<file path="src/rtl/d16_pkg.sv">
// Shared types and constants for the d16 instruction-fetch sequencer.
// The state encoding and the counter command bundle are used by the FSM and by the top level.
package d16_pkg;

  localparam int D16_INSN_W  = 32;
  localparam int D16_ADR_W   = 16;
  localparam int D16_PC_STEP = 4;

  typedef enum logic [2:0] {
    RSTV  = 3'd0,
    FETCH = 3'd1,
    FLUSH = 3'd2,
    HOLD  = 3'd3,
    HALT  = 3'd4
  } d16_state_e;

  // Source of the value presented on the counter load input.
  typedef enum logic [1:0] {
    DIN_RSTV = 2'd0,
    DIN_BR   = 2'd1,
    DIN_PEND = 2'd2
  } d16_din_sel_e;

  typedef struct packed {
    logic         cpt_en;
    logic         cpt_load;
    d16_din_sel_e din_sel;
    logic         cap_ir;
    logic         cap_pend;
  } d16_fetch_cmd_t;

  function automatic logic [D16_ADR_W-1:0] d16_align(input logic [D16_ADR_W-1:0] adr);
    return adr & ~D16_ADR_W'(D16_PC_STEP - 1);
  endfunction

endpackage

</file>
<file path="src/rtl/d16_fetch_fsm.sv">
// Fetch sequencer FSM: state register, next-state decode and per-cycle counter/capture commands.
// Commands are combinational from state and inputs; sys_rst masks every command in the cycle it is high.
module d16_fetch_fsm
  import d16_pkg::*;
(
  input  logic           sys_clk,
  input  logic           sys_rst,
  input  logic           imem_ack,
  input  logic           br_valid,
  input  logic           halt_req,
  input  logic           ir_ready,
  output d16_state_e     state_o,
  output d16_fetch_cmd_t cmd_o
);

  d16_state_e state_q;
  d16_state_e state_d;

  always_ff @(posedge sys_clk) begin
    if (sys_rst) begin
      state_q <= RSTV;
    end else begin
      state_q <= state_d;
    end
  end

  // Halt is only honoured at an ack boundary or when decode takes the held word.
  always_comb begin
    state_d = state_q;
    case (state_q)
      RSTV: state_d = FETCH;
      FETCH: begin
        if (imem_ack) begin
          if (br_valid) begin
            state_d = halt_req ? HALT : FETCH;
          end else begin
            state_d = HOLD;
          end
        end else if (br_valid) begin
          state_d = FLUSH;
        end
      end
      FLUSH: begin
        if (imem_ack) begin
          state_d = FETCH;
        end
      end
      HOLD: begin
        if (br_valid) begin
          state_d = FETCH;
        end else if (ir_ready) begin
          state_d = halt_req ? HALT : FETCH;
        end
      end
      HALT: begin
        if (!br_valid && !halt_req) begin
          state_d = FETCH;
        end
      end
      default: state_d = RSTV;
    endcase
  end

  always_comb begin
    cmd_o = '0;
    case (state_q)
      RSTV: begin
        cmd_o.cpt_en   = 1'b1;
        cmd_o.cpt_load = 1'b1;
        cmd_o.din_sel  = DIN_RSTV;
      end
      FETCH: begin
        if (imem_ack) begin
          cmd_o.cpt_en   = 1'b1;
          cmd_o.cpt_load = br_valid;
          cmd_o.din_sel  = DIN_BR;
          cmd_o.cap_ir   = !br_valid;
        end else begin
          cmd_o.cap_pend = br_valid;
        end
      end
      FLUSH: begin
        if (imem_ack) begin
          cmd_o.cpt_en   = 1'b1;
          cmd_o.cpt_load = 1'b1;
          if (br_valid) begin
            cmd_o.din_sel = DIN_BR;
          end else begin
            cmd_o.din_sel = DIN_PEND;
          end
        end else begin
          cmd_o.cap_pend = br_valid;
        end
      end
      HOLD, HALT: begin
        if (br_valid) begin
          cmd_o.cpt_en   = 1'b1;
          cmd_o.cpt_load = 1'b1;
          cmd_o.din_sel  = DIN_BR;
        end
      end
      default: cmd_o = '0;
    endcase
    if (sys_rst) begin
      cmd_o = '0;
    end
  end

  assign state_o = state_q;

endmodule

</file>
<file path="src/rtl/d16_fetch_ctrl.sv">
// d16 fetch control: steers the external +4 pointer counter and a req/ack imem port; best case one word per 2 cycles.
// Decode backpressure parks the word in ir_data with no request; D16_FETCH_ALIGN_TRAP_EN traps misaligned redirects.
module d16_fetch_ctrl
  import d16_pkg::*;
#(
  parameter logic [D16_ADR_W-1:0] RESET_VECTOR = 16'h0000
`ifdef D16_FETCH_ALIGN_TRAP_EN
  ,
  parameter logic [D16_ADR_W-1:0] TRAP_VECTOR  = 16'h0004
`endif
) (
  input  logic                  sys_clk,
  input  logic                  sys_rst,
  input  logic [D16_ADR_W-1:0]  pc,
  output logic                  cpt_en,
  output logic                  cpt_load,
  output logic                  cpt_dir,
  output logic [D16_ADR_W-1:0]  cpt_din,
  output logic [D16_ADR_W-1:0]  imem_adr,
  output logic                  imem_req,
  input  logic                  imem_ack,
  input  logic [D16_INSN_W-1:0] imem_dat,
  output logic                  ir_valid,
  input  logic                  ir_ready,
  output logic [D16_INSN_W-1:0] ir_data,
  output logic [D16_ADR_W-1:0]  ir_pc,
  input  logic                  br_valid,
  input  logic [D16_ADR_W-1:0]  br_target,
  input  logic                  halt_req,
  output logic                  halted,
  output logic                  trap
);

  d16_state_e            state;
  d16_fetch_cmd_t        cmd;
  logic [D16_INSN_W-1:0] ir_data_q;
  logic [D16_ADR_W-1:0]  ir_pc_q;
  logic [D16_ADR_W-1:0]  pend_q;
  logic [D16_ADR_W-1:0]  raw_tgt;
  logic [D16_ADR_W-1:0]  eff_tgt;

  d16_fetch_fsm u_fsm (
    .sys_clk  (sys_clk),
    .sys_rst  (sys_rst),
    .imem_ack (imem_ack),
    .br_valid (br_valid),
    .halt_req (halt_req),
    .ir_ready (ir_ready),
    .state_o  (state),
    .cmd_o    (cmd)
  );

  // pend holds the raw target so alignment and trap are resolved when the load is finally issued.
  always_ff @(posedge sys_clk) begin
    if (sys_rst) begin
      ir_data_q <= '0;
      ir_pc_q   <= '0;
      pend_q    <= '0;
    end else begin
      if (cmd.cap_ir) begin
        ir_data_q <= imem_dat;
        ir_pc_q   <= pc;
      end
      if (cmd.cap_pend) begin
        pend_q <= br_target;
      end
    end
  end

  assign raw_tgt = (cmd.din_sel == DIN_PEND) ? pend_q : br_target;

`ifdef D16_FETCH_ALIGN_TRAP_EN
  logic misaligned;
  assign misaligned = |raw_tgt[1:0];
  assign eff_tgt    = misaligned ? TRAP_VECTOR : raw_tgt;
  assign trap       = cmd.cpt_load && (cmd.din_sel != DIN_RSTV) && misaligned;
`else
  assign eff_tgt    = d16_align(raw_tgt);
  assign trap       = 1'b0;
`endif

  assign cpt_en   = cmd.cpt_en;
  assign cpt_load = cmd.cpt_load;
  assign cpt_dir  = 1'b1;
  assign cpt_din  = (cmd.din_sel == DIN_RSTV) ? RESET_VECTOR : eff_tgt;

  assign imem_adr = pc;
  assign imem_req = (state == FETCH) || (state == FLUSH);

  assign ir_valid = (state == HOLD);
  assign halted   = (state == HALT);
  assign ir_data  = ir_data_q;
  assign ir_pc    = ir_pc_q;

endmodule

</file>
<file path="config.mk">
export PLATFORM = sky130hd
export DESIGN_NAME = d16_fetch_ctrl
export DESIGN_NICKNAME = d
export VERILOG_FILES = /design/src/rtl/d16_pkg.sv /design/src/rtl/d16_fetch_fsm.sv /design/src/rtl/d16_fetch_ctrl.sv
export SDC_FILE = /design/constraint.sdc
export NUM_CORES = 1
export LEC_CHECK = 0
export ABC_AREA = 1
export CAP_MARGIN = 5
export CORE_MARGIN = 2
export CORE_UTILIZATION = 28
export CTS_CLUSTER_DIAMETER = 80
export DETAILED_ROUTE_END_ITERATION = 12
export DONT_BUFFER_PORTS = 1
export PLACE_DENSITY = 0.4
export SLEW_MARGIN = 20
export SYNTH_ARGS = -nofsm -noshare
export SYNTH_HDL_FRONTEND = slang
export SYNTH_HIERARCHICAL = 1
export SYNTH_SLANG_ARGS = --single-unit
</file>
<file path="constraint.sdc">
create_clock -name sys_clk -period 2.8 [get_ports sys_clk]
set_input_delay 0.28 -clock sys_clk [delete_from_list [all_inputs] [get_ports sys_clk]]
set_output_delay 0.28 -clock sys_clk [all_outputs]
set_load 0.02 [all_outputs]
</file>
==> results.toml, run 1 <==
[cells_and_area]
final_core_util_pct = 31.4
num-nets-final = 591
antenna-diode-count = 0
areaGrowthSynthToFinish_pct = 9.17
stdcell_count = 668
fillers = 1310
drive_gt1_share_pct = 6.29

[timing]
finalClockSkew_ns = 0.00739
fmax_ghz = 0.402
tightest_slew_ns = 0.624
hold_viol = 0
tns_ns = 0
rsz0062_at_grt = "false"
slew_headroom_pct = 58.1
min_period_over_period_pct = 88.9
drv_slew = 0
setup_viol = 0
fin_crit_ns = 2.49

[synth]
syn_avg_cell_area_um2 = 6.06
synthCells = 545
synth.most_common_cell = "nand2_1"
synth_top_area_cell = "dfxtp_1"
ys_ff_latch = 65
yosysWarnings = 6
yosys-top-cells-area = "dfxtp_1, nand2_1, nor2_1"
syn_area_mm2 = 0.00330
synth_edf_count = 0
synth_top_area_share_pct = 39.4
ys_seq_area_share_pct = 39.4
synthFlopType = "dfxtp_1"
async_flop_share_pct = 0
synth_top_cells_by_count = "nand2_1, nor2_1, inv_1, dfxtp_1, buf_4"
synth.distinct_cells = 20

[drt]
drt-pass1-iter-count = 4
num_vias = 2717
drc = 0
drt-total-wl_um = 7530
drt-initial-drc-count = 107
vias_per_cell = 4.07
wl_per_cell_um = 11.3
ant_nets = 0

[die]
row_count = 39
chipHeight_um = 113
io_pins = 157
die_area_mm2 = 0.0127
initial_core_util_pct = 28.8
core-area_mm2 = 0.0115
die_width_um = 113

[global_route]
antenna_found_initial = 0
grt_usage_pct = 12.1
grt_overflow_total = 0
grt_first_pass_wirelength_um = 12100
grt_pass1_vias = 2451
grt_max_degree = 47

[worst_setup_path]
required_ns = 2.52
reg2regPathDepth = 7
path_max_fanout = 14
path_class = "reg2out"
r2r-start = "u_fsm/state_o[1]$_SDFFE_PP0P_"
end_kind = "output pin"
critPathArrivalTime_ns = 2.21
critPathLaunchType = "flop"
cp-startpoint = "u_fsm/state_o[1]$_SDFFE_PP0P_"

[power_and_ir_drop]
seqPwrFrac_pct = 38.5
comb_power_share_pct = 22.0
cellLeakagePower_nw = 1.81
p_per_area_mw_per_mm2 = 882
p_sw_mw = 1.07
power_mw = 3.18
clockPowerShare_pct = 39.5
switching_share_pct = 33.8
vdd_drop_max_mv = 0.386
p_int_mw = 2.11

[worst_hold_path]
hold_depth = 4
hp-class = "in2reg"
hold_path.startpoint = "imem_dat[16]"

[clock_tree]
cts_buffers = 9
clk_pin_slew_worst_paths_ns = 0.06
cts_hold_buf = 0
h-tree-depth = 3
clock_latency_ns = 0.33
cts_tree = "done"
clock_path_buffers = 2
clock-sinks = 65
clock_tree.root_cell = "clkbuf_16"

[placed_design]
port_buffers = 0
gp_congestion = 0.796
dp.final_hpwl_um = 5240
dp_cells = 653

[run_status]
run_status = "finished clean"

[job]
drv_cap = 0
power groups by stage:
stage | Combinational [mW] | Sequential, mW | Clock (mW)
floorplan | 0.666 | 1.20 | 0
global placement | 0.694 | 1.25 | 0
detailed placement | 0.704 | 1.25 | 0
CTS | 0.705 | 1.23 | 1.30
global route | 0.811 | 1.24 | 1.34
finish | 0.699 | 1.23 | 1.25
layout make-up:
cell class	instances	area (µm²)	share of cell area, %
Inverter	78	293	8.12
Tap cell	143	179	4.96
Timing Repair Buffer	7	77.6	2.15
Multi-Input combinational cell	360	1430	39.5
Clock inverter	2	60.1	1.67
Clock buffer	13	270	7.49
Sequential cell	65	1300	36.1
state kept, by name, summed over array words and instances (netlist names):
signal         count
ir_pc             16
u_fsm/state_o      3
ir_data           32
pend_q            14
timing repair:
| item | 4_1_cts | 5_1_grt |
|---|---|---|
| resized for setup | 0 | 2 |
| setup buffers | 0 | 0 |
| setup endpoints to repair | 0 | 14 |
placed cells by master, fill, tap and decap left out, types with 2 or more instances in the layout:
cell and n:
conb_1 4, nor2_2 3, inv_1 76, buf_12 2, dfxtp_1 65, clkbuf_8 3
nand2_2 2, clkbuf_16 9, nor2_4 3, nand2_1 188, inv_2 2, bufinv_16 2
buf_4 5, nand3_1 12, nor2_1 138, o21ai_0 3, nor3_1 3
through the flow:
step	instance area (µm²)	hold slack, ns	worst slack, ns
floorplan	3310	0.447	0.874
global placement	3260	0.461	0.541
detailed placement	3260	0.463	0.490
CTS	3590	0.116	0.111
global route	3610	0.128	0.110
finish	3610	0.132	0.310
critical path, cell delays in order, from the launching register on:
cell	delay, ns
dfxtp_1	0.40
nor2_1	0.28
nand2_1	0.20
inv_1	0.14
nand2_1	0.07
a31oi_2	0.26
buf_4	0.26
nand2_1	0.07
nand2_1	0.19
per-layer routing:
metal,share of wire (%),vias up,routed length (µm),track usage [%]
met2,42,89,3190,18.0
met1,47,1128,3550,15.1
met5,0,-,0,0
met4,1.6,0,124,6.59
li1,-,1490,-,-
met3,8.9,10,669,4.70
path summary, 6_finish.rpt:
| path | to | slack (ns) |
|---|---|---|
| worst max-delay path | cpt_din[4] | 0.31 |
| worst min-delay path | ir_data[16]$_SDFFE_PP0P_ | 0.13 |
| worst max register to register | ir_pc[8]$_SDFFE_PP0P_ | 0.91 |
| worst min register to register | pend_q[2]$_SDFFE_PP0P_ | 0.47 |
logic make-up (layout without fill, tap and decap cells):
family                 count (synthesis)  in the layout  share of synthesized area [%]
AOI/OAI and AO/OA                      7              7                           1.10
buffers and inverters                122            100                           18.4
DFF                                   65             65                           39.4
other                                  2              4                          0.227
and+or+nand+nor                      349            349                           40.9
No activity file was read; power rests on OpenSTA's default activity.
==> run 2: changes to the inputs <==
--- a/config.mk
+++ b/config.mk
@@ -13,6 +13,7 @@
 export DETAILED_ROUTE_END_ITERATION = 12
 export DONT_BUFFER_PORTS = 1
 export PLACE_DENSITY = 0.4
+export SETUP_SLACK_MARGIN = 0.05
 export SLEW_MARGIN = 20
 export SYNTH_ARGS = -nofsm -noshare
 export SYNTH_HDL_FRONTEND = slang
==> results of run 2 <==
No change in the layout: final DEF, timing and power equal those of run 1.
==> run 3: changes to the inputs <==
--- a/config.mk
+++ b/config.mk
@@ -7,6 +7,7 @@
 export LEC_CHECK = 0
 export ABC_AREA = 1
 export CAP_MARGIN = 5
+export CORE_ASPECT_RATIO = 1.5
 export CORE_MARGIN = 2
 export CORE_UTILIZATION = 28
 export CTS_CLUSTER_DIAMETER = 80
==> results.toml, run 3 (synthesis results as in run 1) <==
[run_status]
run_status = "finished clean"

[worst_setup_path]
critPathLaunchType = "flop"
cp-startpoint = "u_fsm/state_o[1]$_SDFFE_PP0P_"
end_kind = "output pin"
critPathArrivalTime_ns = 2.23
path_class = "reg2out"
required_ns = 2.52
path_max_fanout = 14
r2r-start = "u_fsm/state_o[1]$_SDFFE_PP0P_"

[power_and_ir_drop]
vdd_drop_max_mv = 0.298
power_mw = 3.13
p_per_area_mw_per_mm2 = 876
cellLeakagePower_nw = 1.79

[cells_and_area]
antenna-diode-count = 0
final_cell_area_mm2 = 0.00357
largest_reg_flops = 32
stdcell_count = 675
areaGrowthSynthToFinish_pct = 7.99
final_common_cell = "nand2_1"
drive_gt1_share_pct = 6.10
layout_common_cells = "nand2_1, nor2_1, inv_1, dfxtp_1, nand3_1"
num-nets-final = 590

[clock_tree]
cts_hold_buf = 0
h-tree-depth = 3
clock_tree.root_cell = "clkbuf_16"
cts_buffers = 9
clock_latency_ns = 0.33
cts_tree = "done"
clk_pin_slew_worst_paths_ns = 0.06
clock-sinks = 65
clock_path_buffers = 2

[drt]
drt-initial-drc-count = 74
num_vias = 2756
wl_per_cell_um = 10.9
drt-pass1-iter-count = 4
drc = 0
ant_nets = 0
vias_per_cell = 4.08
drt-total-wl_um = 7360

[timing]
fin_crit_ns = 2.51
tightest_slew_ns = 0.626
min_period_over_period_pct = 89.5
slew_headroom_pct = 57.9
fmax_ghz = 0.399
rsz0062_at_grt = "false"
finalClockSkew_ns = 0.00708
hold_viol = 0
tns_ns = 0
setup_ws_ns = 0.294
setup_viol = 0
drv_slew = 0

[worst_hold_path]
hp-class = "in2reg"
hold_path.startpoint = "imem_dat[4]"

[die]
die_area_mm2 = 0.0127
io_pins = 157
core-area_mm2 = 0.0115
row_count = 48
initial_core_util_pct = 28.6
chipHeight_um = 137
die_width_um = 92.7

[placed_design]
pre_cts_ws_ns = 0.507
placed_area_mm2 = 0.00324
port_buffers = 0
dp_cells = 659
gp_congestion = 0.804
dp.final_hpwl_um = 5160

[job]
drv_cap = 0

[global_route]
antenna_found_initial = 0
grt_max_degree = 61
grt_first_pass_wirelength_um = 11600
grt_pass1_vias = 2502
grt_usage_pct = 11.7
grt_overflow_total = 0
-- run 3: changes by cell type in the layout (fill, tap and decap cells not counted), sizes merged --
cell	previous run	this run
buf	7	6
clkbuf	13	11
clkinv	0	3
-- run 3: worst max-delay path, stage by stage, from the launching register on --
cell and delay [ns]:
dfxtp_1 0.40, nor2_1 0.23, nand2_1 0.19, inv_1 0.15
nand2_1 0.06, a31oi_1 0.33, buf_4 0.27, nand2_1 0.07
nand2_1 0.18
-- run 3: routing by layer --
layer  track usage (%)  up-vias  wire length [µm]
met3              4.85       11               610
met1              12.4     1140              3250
li1                  -     1489                 -
met2              19.9      116              3340
met5                 0        -                 0
met4              5.96        0               152
-- run 3: layout make-up --
cell class,count,area (µm²)
flip-flops and latches,65,1300
multi-input cells,360,1420
clock buffers,11,243
well taps,150,188
inverters,78,293
clock inverters,5,78.8
repair buffers,6,45.0
fillers,1336,7960
-- run 3: power by group --
part	total [mW]	switching [mW]	internal (mW)
logic	0.685	0.474	0.211
clock network	1.21	0.411	0.802
registers	1.23	0.192	1.04
-- run 3: through the flow --
stage / util [%] / hold WS, ns
6_report: 30.9 / 0.140
5_1_grt: 30.9 / 0.130
4_1_cts: 30.9 / 0.118
3_5_place_dp: 28.1 / 0.465
3_3_place_gp: 28.1 / 0.460
2_1_floorplan: - / 0.447
-- run 3: path summary, 6_finish.rpt --
| check | end | slack (ns) | depth (start not counted) |
|---|---|---|---|
| min | ir_data[4]$_SDFFE_PP0P_ | 0.14 | 4 |
| max reg2reg | ir_data[9]$_SDFFE_PP0P_ | 0.97 | 7 |
| min reg2reg | pend_q[8]$_SDFFE_PP0P_ | 0.47 | 2 |
| max | cpt_din[7] | 0.29 | 8 |
-- run 3: timing repair --
| item | CTS | global route |
|---|---|---|
| resized for setup | 0 | 1 |
| endpoints found under the setup margin | 0 | 14 |
| hold endpoints to repair | 0 | 0 |
| setup buffers | 0 | 0 |
